===== config.mk =====
export PLATFORM = sky130hd
export DESIGN_NAME = tick_scheduler_flat
export DESIGN_NICKNAME = d
export VERILOG_FILES = /design/src/rtl/tick_sched_pkg.sv /design/src/rtl/tick_scheduler_if.sv /design/src/rtl/tick_channel.sv /design/src/rtl/tick_scheduler.sv /design/src/flat_wrapper.sv
export SDC_FILE = /design/constraint.sdc
export NUM_CORES = 1
export LEC_CHECK = 0
export CAP_MARGIN = 10
export CORE_UTILIZATION = 30
export DETAILED_ROUTE_END_ITERATION = 12
export HOLD_SLACK_MARGIN = 0.15
export PLACE_DENSITY_LB_ADDON = 0.05
export SYNTH_ARGS = -nofsm -noshare
export SYNTH_HDL_FRONTEND = slang
export SYNTH_HIERARCHICAL = 1
export SYNTH_SLANG_ARGS = --single-unit

===== constraint.sdc =====
create_clock -name clk -period 4.04 [get_ports clk]
set_input_delay 0.808 -clock clk [delete_from_list [all_inputs] [get_ports clk]]
set_output_delay 0.808 -clock clk [all_outputs]
set_load 0.1 [all_outputs]

===== src/rtl/tick_sched_pkg.sv =====
// Shared types and elaboration-time helpers for the tick scheduler.
package tick_sched_pkg;

  typedef enum logic {
    S_IDLE,
    S_HOLD
  } state_t;

  // Clamped to 1 so a mis-set TICK_FREQ can never yield a zero-length prescaler.
  function automatic int unsigned calc_prescale(input int unsigned freq_in,
                                                input int unsigned tick_freq);
    int unsigned ps;
    ps = (tick_freq == 0) ? 1 : freq_in / tick_freq;
    return (ps == 0) ? 1 : ps;
  endfunction

  function automatic int unsigned ch_idx_w(input int unsigned n);
    return (n <= 1) ? 1 : $clog2(n);
  endfunction

endpackage


===== src/rtl/tick_scheduler_if.sv =====
// Config port of the tick scheduler: host drives requests, scheduler answers ready/err.
interface tick_scheduler_if
  import tick_sched_pkg::*;
#(
  parameter int unsigned NUM_CH   = 4,
  parameter int unsigned PERIOD_W = 16
);
  localparam int unsigned CH_W = ch_idx_w(NUM_CH);

  logic                cfg_valid;
  logic                cfg_ready;
  logic [CH_W-1:0]     cfg_ch;
  logic                cfg_enable;
  logic [PERIOD_W-1:0] cfg_period;
  logic                cfg_err;

  modport master (
    output cfg_valid, cfg_ch, cfg_enable, cfg_period,
    input  cfg_ready, cfg_err
  );

  modport slave (
    input  cfg_valid, cfg_ch, cfg_enable, cfg_period,
    output cfg_ready, cfg_err
  );

endinterface


===== src/rtl/tick_channel.sv =====
// One scheduler channel: period counter, registered tick and toggled output.
// Optional TICK_SCHED_SYNC_EN adds a sync_clr input that realigns the channel.
module tick_channel
  import tick_sched_pkg::*;
#(
  parameter int unsigned PERIOD_W = 16
) (
  input  logic                clk,
  input  logic                reset,
  input  logic                base_tick,
  input  logic                load_now,
  input  logic                new_enable,
  input  logic                load_at_wrap,
  input  logic [PERIOD_W-1:0] new_period,
`ifdef TICK_SCHED_SYNC_EN
  input  logic                sync_clr,
`endif
  output logic                wrap,
  output logic                active,
  output logic                tick,
  output logic                out
);

  logic [PERIOD_W-1:0] period;
  logic [PERIOD_W-1:0] cnt;
  logic                en;

  assign active = en;
  assign wrap   = en && base_tick && (cnt == period - PERIOD_W'(1));

  always_ff @(posedge clk) begin
    if (reset) begin
      period <= '0;
      cnt    <= '0;
      en     <= 1'b0;
      out    <= 1'b0;
      tick   <= 1'b0;
    end else if (load_now) begin
      // A zero period is indistinguishable from a disable request.
      en     <= new_enable && (new_period != '0);
      period <= new_period;
      cnt    <= '0;
      out    <= 1'b0;
      tick   <= 1'b0;
`ifdef TICK_SCHED_SYNC_EN
    end else if (sync_clr) begin
      cnt  <= '0;
      out  <= 1'b0;
      tick <= 1'b0;
      if (load_at_wrap) begin
        period <= new_period;
      end
`endif
    end else begin
      tick <= wrap;
      if (wrap) begin
        cnt <= '0;
        out <= ~out;
        if (load_at_wrap) begin
          period <= new_period;
        end
      end else if (en && base_tick) begin
        cnt <= cnt + PERIOD_W'(1);
      end
    end
  end

endmodule


===== src/rtl/tick_scheduler.sv =====
// Shared prescaler plus NUM_CH programmable tick channels behind a valid/ready config port.
// Optional TICK_SCHED_SYNC_EN adds sync_req to realign prescaler and all channels.
module tick_scheduler
  import tick_sched_pkg::*;
#(
  parameter int unsigned FREQ_IN   = 1_000_000,
  parameter int unsigned TICK_FREQ = 1_000,
  parameter int unsigned NUM_CH    = 4,
  parameter int unsigned PERIOD_W  = 16
) (
  input  logic               clk,
  input  logic               reset,
`ifdef TICK_SCHED_SYNC_EN
  input  logic               sync_req,
`endif
  tick_scheduler_if.slave    cfg,
  output logic               base_tick,
  output logic [NUM_CH-1:0]  ch_tick,
  output logic [NUM_CH-1:0]  ch_out,
  output logic [NUM_CH-1:0]  ch_busy
);

  localparam int unsigned PRESCALE = calc_prescale(FREQ_IN, TICK_FREQ);
  localparam int unsigned CH_W     = ch_idx_w(NUM_CH);
  localparam int unsigned IDX_N    = 1 << CH_W;
  localparam logic [31:0] PS_LAST  = 32'(PRESCALE - 1);

  logic [31:0]         ps_cnt;
  state_t              state, state_nxt;
  logic [CH_W-1:0]     pend_ch, pend_ch_nxt;
  logic [PERIOD_W-1:0] pend_period, pend_period_nxt;
  logic [PERIOD_W-1:0] new_period;
  logic [CH_W-1:0]     sel_ch;
  logic                xfer;
  logic                err_q, err_nxt;

  logic [NUM_CH-1:0]   wrap_v, active_v;
  logic [IDX_N-1:0]    wrap_pad, active_pad, load_pad, busy_pad, ch_ok;

  assign sel_ch     = cfg.cfg_ch;
  assign wrap_pad   = IDX_N'(wrap_v);
  assign active_pad = IDX_N'(active_v);

  // Indices that encode past NUM_CH are flagged as errors instead of aliasing a channel.
  always_comb begin
    ch_ok = '0;
    for (int unsigned i = 0; i < IDX_N; i++) begin
      ch_ok[i] = (i < NUM_CH);
    end
  end

  always_ff @(posedge clk) begin
    if (reset) begin
      ps_cnt <= '0;
`ifdef TICK_SCHED_SYNC_EN
    end else if (sync_req) begin
      ps_cnt <= '0;
`endif
    end else if (ps_cnt == PS_LAST) begin
      ps_cnt <= '0;
    end else begin
      ps_cnt <= ps_cnt + 32'd1;
    end
  end

  assign base_tick = (ps_cnt == PS_LAST);

  assign xfer          = cfg.cfg_valid && (state == S_IDLE);
  assign cfg.cfg_ready = (state == S_IDLE);
  assign cfg.cfg_err   = err_q;
  assign new_period    = (state == S_HOLD) ? pend_period : cfg.cfg_period;

  always_comb begin
    state_nxt       = state;
    pend_ch_nxt     = pend_ch;
    pend_period_nxt = pend_period;
    load_pad        = '0;
    err_nxt         = 1'b0;
    unique case (state)
      S_IDLE: begin
        if (xfer) begin
          if (!ch_ok[sel_ch]) begin
            err_nxt = 1'b1;
          end else if (cfg.cfg_enable && (cfg.cfg_period != '0) && active_pad[sel_ch]) begin
            state_nxt       = S_HOLD;
            pend_ch_nxt     = sel_ch;
            pend_period_nxt = cfg.cfg_period;
          end else begin
            load_pad[sel_ch] = 1'b1;
          end
        end
      end
      S_HOLD: begin
        if (wrap_pad[pend_ch]) begin
          state_nxt = S_IDLE;
        end
      end
    endcase
`ifdef TICK_SCHED_SYNC_EN
    // The pending channel takes its new period on the sync edge itself.
    if (sync_req && (state == S_HOLD)) begin
      state_nxt = S_IDLE;
    end
`endif
  end

  always_ff @(posedge clk) begin
    if (reset) begin
      state       <= S_IDLE;
      pend_ch     <= '0;
      pend_period <= '0;
      err_q       <= 1'b0;
    end else begin
      state       <= state_nxt;
      pend_ch     <= pend_ch_nxt;
      pend_period <= pend_period_nxt;
      err_q       <= err_nxt;
    end
  end

  always_comb begin
    busy_pad = '0;
    if (state == S_HOLD) begin
      busy_pad[pend_ch] = 1'b1;
    end
    ch_busy = busy_pad[NUM_CH-1:0];
  end

  for (genvar i = 0; i < NUM_CH; i++) begin : g_ch
    tick_channel #(
      .PERIOD_W(PERIOD_W)
    ) u_ch (
      .clk          (clk),
      .reset        (reset),
      .base_tick    (base_tick),
      .load_now     (load_pad[i]),
      .new_enable   (cfg.cfg_enable),
      .load_at_wrap (ch_busy[i]),
      .new_period   (new_period),
`ifdef TICK_SCHED_SYNC_EN
      .sync_clr     (sync_req),
`endif
      .wrap         (wrap_v[i]),
      .active       (active_v[i]),
      .tick         (ch_tick[i]),
      .out          (ch_out[i])
    );
  end

endmodule


===== src/flat_wrapper.sv =====
// flat-port wrapper written by rule: the top's interface ports become plain ports
module tick_scheduler_flat import tick_sched_pkg::*;
#(
  parameter int unsigned FREQ_IN   = 1_000_000,
  parameter int unsigned TICK_FREQ = 1_000,
  parameter int unsigned NUM_CH    = 4,
  parameter int unsigned PERIOD_W  = 16
)
  (clk, reset, base_tick, ch_tick, ch_out, ch_busy, cfg_cfg_valid, cfg_cfg_ch, cfg_cfg_enable, cfg_cfg_period, cfg_cfg_ready, cfg_cfg_err);
  tick_scheduler_if #(.NUM_CH(NUM_CH), .PERIOD_W(PERIOD_W)) cfg_i ();
  input  logic clk;
  input  logic reset;
  output logic base_tick;
  output logic [NUM_CH-1:0] ch_tick;
  output logic [NUM_CH-1:0] ch_out;
  output logic [NUM_CH-1:0] ch_busy;
  input wire logic [$bits(cfg_i.cfg_valid)-1:0] cfg_cfg_valid;
  input wire logic [$bits(cfg_i.cfg_ch)-1:0] cfg_cfg_ch;
  input wire logic [$bits(cfg_i.cfg_enable)-1:0] cfg_cfg_enable;
  input wire logic [$bits(cfg_i.cfg_period)-1:0] cfg_cfg_period;
  output wire logic [$bits(cfg_i.cfg_ready)-1:0] cfg_cfg_ready;
  output wire logic [$bits(cfg_i.cfg_err)-1:0] cfg_cfg_err;
  assign cfg_i.cfg_valid = cfg_cfg_valid;
  assign cfg_i.cfg_ch = cfg_cfg_ch;
  assign cfg_i.cfg_enable = cfg_cfg_enable;
  assign cfg_i.cfg_period = cfg_cfg_period;
  assign cfg_cfg_ready = cfg_i.cfg_ready;
  assign cfg_cfg_err = cfg_i.cfg_err;
  tick_scheduler #(.FREQ_IN(FREQ_IN), .TICK_FREQ(TICK_FREQ), .NUM_CH(NUM_CH), .PERIOD_W(PERIOD_W)) u_core (.clk(clk), .reset(reset), .cfg(cfg_i), .base_tick(base_tick), .ch_tick(ch_tick), .ch_out(ch_out), .ch_busy(ch_busy));
endmodule

=== After elaboration in Yosys (flattened, before gate mapping) ===
Index checks and enable logic that the tools add are counted.

* Output and inout port bits: 15
* Bits in registers: 192
* Input port bits: 22
* Word-level logic and storage cells: 122

* Add/subtract/negate cells: 9
* $lt $le $gt $ge: 4
* Equality and inequality tests: 5
* Multiplexer cells: 34
* Reduce and logical (&&, ||, !) cells: 39
* Bitwise operators: 6

{| class="wikitable"
|+ Operators by type and width
! cell !! number
|-
| $mux W16 || 13
|-
| $add A16 B1 Y16 const B || 4
|-
| $eq A16 B16 Y1 || 4
|-
| $sub A16 B1 Y16 const B || 4
|-
| $add A32 B1 Y32 const B || 1
|-
| $eq A32 B10 Y1 const B || 1
|-
| $reduce_bool A16 Y1 || 2
|-
| $mux W4 || 5
|-
| $reduce_bool A2 Y1 || 8
|-
| $reduce_or A3 Y1 || 5
|-
| $logic_and A1 B1 Y1 || 14
|-
| $mux W1 || 10
|-
| $reduce_or A2 Y1 || 5
|-
| $reduce_and A2 Y1 || 4
|-
| $bmux W1 S2 || 3
|-
| $lt A2 B3 Y1 const B || 2
|-
| $not A1 Y1 || 6
|-
| $demux W1 S2 || 2
|-
| $ge A2 B1 Y1 const B || 2
|-
| $reduce_and A4 Y1 || 1
|-
| $pmux W1 S2 || 1
|}

=== Logic depth before layout (Yosys ltp) ===
* Depth after elaboration: 10
* Gate-level depth with buffers: 15
* Depth with buffers taken out: 13

=== Modules after synthesis ===
The synthesis kept the hierarchy.

{| class="wikitable"
|+ Modules (own cells, without submodules)
! module !! area an instance (um2) !! seq. area each (um2) !! times used !! cells each
|-
| tick_channel || 2307.2 || 700.7 || 4 || 279
|-
| tick_scheduler || 2681.3 || 1021.0 || 1 || 283
|}

=== Least setup slack after synthesis ===
OpenSTA, ideal clock, no wires.

* Kind: reg-to-reg
* From: reg u_core.state
* To: reg u_core.g_ch[2].u_ch.period[11]
* Path slack: -0.910 ns
* Cell stages (with the launch flop): 8
* Buffers on the path: 2
* Data arrival time: 4.828 ns
* Setup time: 0.122 ns
* Period minus slack after synthesis: 4.950 ns
* Required time: 3.918 ns
* Cell sequence: dfxtp_1 > clkbuf_1 > inv_1 > nor3b_1 > nor2_1 > clkbuf_1 > a22o_1 > a311o_1

* Word-level cells in the longest chain between the ends: 6
* Elaborated cells between the ends (all ways): 12
* Those cells by class: 7 x mux; 1 x bitwise; 4 x reduce/logical

{| class="wikitable"
|+ RTL lines
! what !! line !! source
|-
| start: declaration || tick_scheduler.sv:29 || <nowiki>state_t state, state_nxt;</nowiki>
|-
| start signal: assignment || tick_scheduler.sv:114 || <nowiki>state <= state_nxt;</nowiki>
|-
| $not A1 Y1 (no line) (*) || -- ||
|-
| named net cfg_cfg_ready || flat_wrapper.sv:21 || <nowiki>output wire logic [$bits(cfg_i.cfg_ready)-1:0] cfg_cfg_ready;</nowiki>
|-
| $logic_and A1 B1 Y1 (*) || tick_scheduler.sv:68 || <nowiki>assign xfer = cfg.cfg_valid && (state == S_IDLE);</nowiki>
|-
| $mux W4 (*) || tick_scheduler.sv:81 || <nowiki>if (xfer) begin</nowiki>
|-
| $mux W4 (*) || tick_scheduler.sv:79 || <nowiki>unique case (state)</nowiki>
|-
| $reduce_bool A2 Y1 (no line) || -- ||
|-
| $reduce_and A2 Y1 (no line) || -- ||
|-
| end signal: assignment || tick_channel.sv:41 || <nowiki>period <= new_period;</nowiki>
|-
| end signal: assignment || tick_channel.sv:60 || <nowiki>period <= new_period;</nowiki>
|-
| end: declaration || tick_channel.sv:24 || <nowiki>logic [PERIOD_W-1:0] period;</nowiki>
|}

The timed path passes the listed nets; every way through them passes the cells marked *. The select of a mux whose other input is x is not followed.
A chain may end at the register's enable or synchronous reset.

=== Final worst setup path ===
* From: reg u_core.ps_cnt[22]
* To: reg u_core.state

* Word-level cells in the longest chain between the ends: 7
* Elaborated cells between the ends (all ways): 13
* Those cells by class: 1 x eq/ne; 4 x mux; 8 x reduce/logical

{| class="wikitable"
|+ RTL lines
! what !! line !! source
|-
| start: declaration || tick_scheduler.sv:28 || <nowiki>logic [31:0] ps_cnt;</nowiki>
|-
| start signal: assignment || tick_scheduler.sv:62 || <nowiki>ps_cnt <= ps_cnt + 32'd1;</nowiki>
|-
| $eq A32 B10 Y1 || tick_scheduler.sv:66 || <nowiki>assign base_tick = (ps_cnt == PS_LAST);</nowiki>
|-
| $logic_and A1 B1 Y1 (2 in a row) || tick_channel.sv:29 || <nowiki>assign wrap = en && base_tick && (cnt == period - PERIOD_W'(1));</nowiki>
|-
| named net u_core.wrap_pad[0] || tick_scheduler.sv:38 || <nowiki>logic [IDX_N-1:0] wrap_pad, active_pad, load_pad, busy_pad, ch_ok;</nowiki>
|-
| $bmux W1 S2 || tick_scheduler.sv:94 || <nowiki>if (wrap_pad[pend_ch]) begin</nowiki>
|-
| $mux W1 (not written as such) || tick_scheduler.sv:94 ||
|-
| $mux W1 || tick_scheduler.sv:94 ||
|-
| $pmux W1 S2 || tick_scheduler.sv:79 ||
|}

The timed path passes the listed nets, and every way through them passes these cells. The select of a mux whose other input is x is not followed.

==> metrics <==
status=finished, final reports clean; clock network fraction of total power=0.321; die boundary width=approximately 200 µm; Internal=between 3 and 4 mW; largest area contributor in the netlist=dfxtp_1; Comb power frac=0.258; setup bufs post-CTS=0; sw frac=0.3600; gr busiest metal=met2; Initial Util=0.3060; Clock Tree Buf Depth=2; CTS tree=built; Syn Area/Cell=8.513 µm²; crit-path cells=nor4_1, nand4_1, nor3_4, and2_1, nand3_1, a2111oi_4, o311a_1, nand3_1, nor2_2, mux4_2, nand2b_1, a21oi_1; largest family of logic cells by synthesized area=simple AND/OR/NAND/NOR gates; die area=about 40000 µm²; clock skew=about 0.016 ns; Post-Synth XOR/XNOR Area=0.1162; mux cell area share after synthesis=0.04213; simple-gate share of the synthesized area=0.2543; met1 usage=0.2509; RSZ-0062 raised after global routing=false; min cycle time layout=about 3.6 ns; fmax=around 270 MHz; number of warnings issued by yosys=6; # fillers=just over 4k; Compound-Gate Fraction of Synth Area=0.1934; Switch Pwr=~1.9 mW; via count=about 10k; met3 Track Usage GR=0.03952; initial antenna violation count=0; top post-synthesis cells by area=dfxtp_1, xor2_1, a311o_1; first-pass GRT wire length=about 59 mm; post-synth cell types=67; CP max FO=7; mean number of vias per cell=5.470; pin count of the biggest net entering global routing=30; Post-Synthesis Cells=~1.4k; CP dominant cell by count=nand3_1; Syn Nets=~1.4k; most frequent cells in the layout=dfxtp_1, nor3_1, nand2_1; setup TNS=0 ns; DRC=0; Top FF cell, synth=dfxtp_1; Pins Over Slew Limit=0; CTS H-tree lvls=4; WS Path Type=reg2reg; WP data required=between 4 and 5 ns; crit-path max cell delay=roughly 0.45 ns; flops & latches, synth=191; Yosys top cell area share=0.3210; power density over the cells=407.4 nW/µm²; Worst-path clk slew=around 0.08 ns; HP Class=reg2reg; most common cell after layout, fill and taps aside=dfxtp_1; average routed wire per standard cell=just under 20 µm; Syn-to-layout area delta=10.38%; Setup WS post-layout=slightly below 0.4 ns; Total Routing Usage GR=0.1866; Slew @ Worst Pin=between 1 and 1.5 ns; vias in the first global route=about 10k; Clk Latency, worst-skew pair=0.50 ns; diodes inserted=0; CTS Buf Count=17; Rel. slew slack=0.3186; # IOs=37; Top Family by Delay on Critical Path=simple AND/OR/NAND/NOR gates; Fin. Hold Viols=0; Worst Path Buf+Inv=0; async set or reset register ratio after synthesis=0; share of layout cells above drive strength 1=0.09827; Seq/Total Area, Yosys=0.3210; crit path launch type=flip-flop; sequential fraction of design power=0.421; gr ovfl total=0; final setup violation count=0; critical path's slowest cell=nor3_4; EDFF count, synth=0; row count=between 70 and 80; Worst EP arrival=4.00 ns; Critical Path Sink Type=flip-flop; Peak VDD IR=between 0.3 and 0.4 mV; maxcap violations=0; port bufs=35; Initial DRC Count=around 560; RD Place Congestion=about 0.79; total clock sinks=~190; CTS root buf=clkbuf_16; adder-cell share of the synthesized area=0.009455; footprint of the multi-input gates=around 7400 µm²; final worst-path cycle share=0.9024; met2 Resource Use GR=0.2942; DP HPWL=between 20 and 30 mm; Final Net Count=approximately 1.4k; Pleak=around 4.7 nW; hold buffers post-CTS=0; drt total wl=between 30 and 40 mm; DRT antenna net count=0; DIE HEIGHT=between 200 and 250 µm; 1st-pass router iterations=5; Setup WS pre-CTS=between 0.2 and 0.25 ns; Register Area=about 3800 µm²; number of gates resized after CTS=0; Core Area=between 30000 and 40000 µm²; Post-Syn Area=~12000 µm²
-- cell usage after synthesis (5+ instances only) --
cell type and n:
and2_1 10, nor3b_1 7, and4_1 7, a211o_1 8, nor4_1 38, xnor2_1 70
mux2_2 17, a211oi_1 20, nor2_1 98, xor2_1 88, nor4_2 8, buf_2 24
nand3_1 36, nor2b_1 9, a21oi_1 66, a311o_1 64, o21ai_0 14, a31oi_1 12
nor3_1 107, or3_1 10, ha_1 9, buf_6 13, nand3b_1 13, nand2_1 101
nand4_1 36, clkbuf_1 70, dfxtp_1 191, and3_1 28, buf_1 8, nand2b_1 5
inv_1 26, mux2i_1 22, a22o_1 64, or4_1 12
-- metrics by stage --
| stage | instance area [µm²] | instances | hold WS [ns] | power [mW] | util |
|---|---|---|---|---|---|
| after floorplan | 11930 | 1399 | 0.4106 | 3.305 | - |
| after global placement | 12590 | 1871 | 0.4253 | 3.671 | 0.3234 |
| after global routing | 13150 | 1902 | 0.4705 | 5.670 | 0.3378 |
| after detailed placement | 12590 | 1871 | 0.4305 | 3.666 | 0.3234 |
| final | 13150 | 1902 | 0.4403 | 5.356 | 0.3378 |
| after CTS | 13150 | 1902 | 0.4451 | 5.437 | 0.3378 |
-- path summary, 6_finish.rpt --
path,from,depth (start not counted),slack [ns],end
setup / recovery,u_core/ps_cnt[22]$_SDFF_PP0_,12,0.39,u_core/state$_SDFF_PP0_
hold / removal,u_core/ps_cnt[0]$_SDFF_PP0_,1,0.44,u_core/ps_cnt[0]$_SDFF_PP0_
setup reg to reg,u_core/ps_cnt[22]$_SDFF_PP0_,12,0.39,u_core/state$_SDFF_PP0_
hold reg to reg,u_core/ps_cnt[0]$_SDFF_PP0_,1,0.44,u_core/ps_cnt[0]$_SDFF_PP0_
-- kinds of logic (layout without fill, tap and decap cells) --
logic type | Yosys count | count (layout)
buffers and inverters | 148 | 133
multiplexers | 45 | 45
AND/OR/NAND/NOR | 557 | 557
adder cells (fa/ha/maj) | 9 | 9
other | 1 | 1
AO/OA/AOI/OAI | 290 | 290
XOR/XNOR | 158 | 158
flip-flops | 191 | 191
-- power by group through the flow --
stage | clock network, mW | logic [mW] | registers [mW]
3_3_place_gp | 0 | 1.37 | 2.30
4_1_cts | 1.81 | 1.38 | 2.25
3_5_place_dp | 0 | 1.37 | 2.30
5_1_grt | 1.87 | 1.52 | 2.28
2_1_floorplan | 0 | 1.19 | 2.12
6_report | 1.72 | 1.38 | 2.25
-- per-layer routing --
metal,vias to the layer above,part of all wire
li1,5142,-
met1,5020,0.48
met2,195,0.46
met3,46,0.041
met4,0,0.019
met5,-,0
-- final cells by class --
| cell class | instances | area share |
|---|---|---|
| Sequential cell | 191 | 0.2909 |
| Clock buffer | 19 | 0.03293 |
| Timing Repair Buffer | 76 | 0.05063 |
| Clock inverter | 12 | 0.009708 |
| Tap cell | 518 | 0.04930 |
| Inverter | 26 | 0.007424 |
| Multi-Input combinational cell | 1060 | 0.5591 |
-- flip-flops by register name, summed over array words and instances (netlist names), 2 cells and up --
name	cells
u_core/pend_period	16
u_core/g_ch.u_ch/active	4
u_core/pend_ch	2
u_core/g_ch.u_ch/cnt	64
u_core/g_ch.u_ch/out	4
u_core/g_ch.u_ch/tick	4
u_core/ps_cnt	32
u_core/g_ch.u_ch/period	64
No activity file was read; power rests on OpenSTA's default activity.
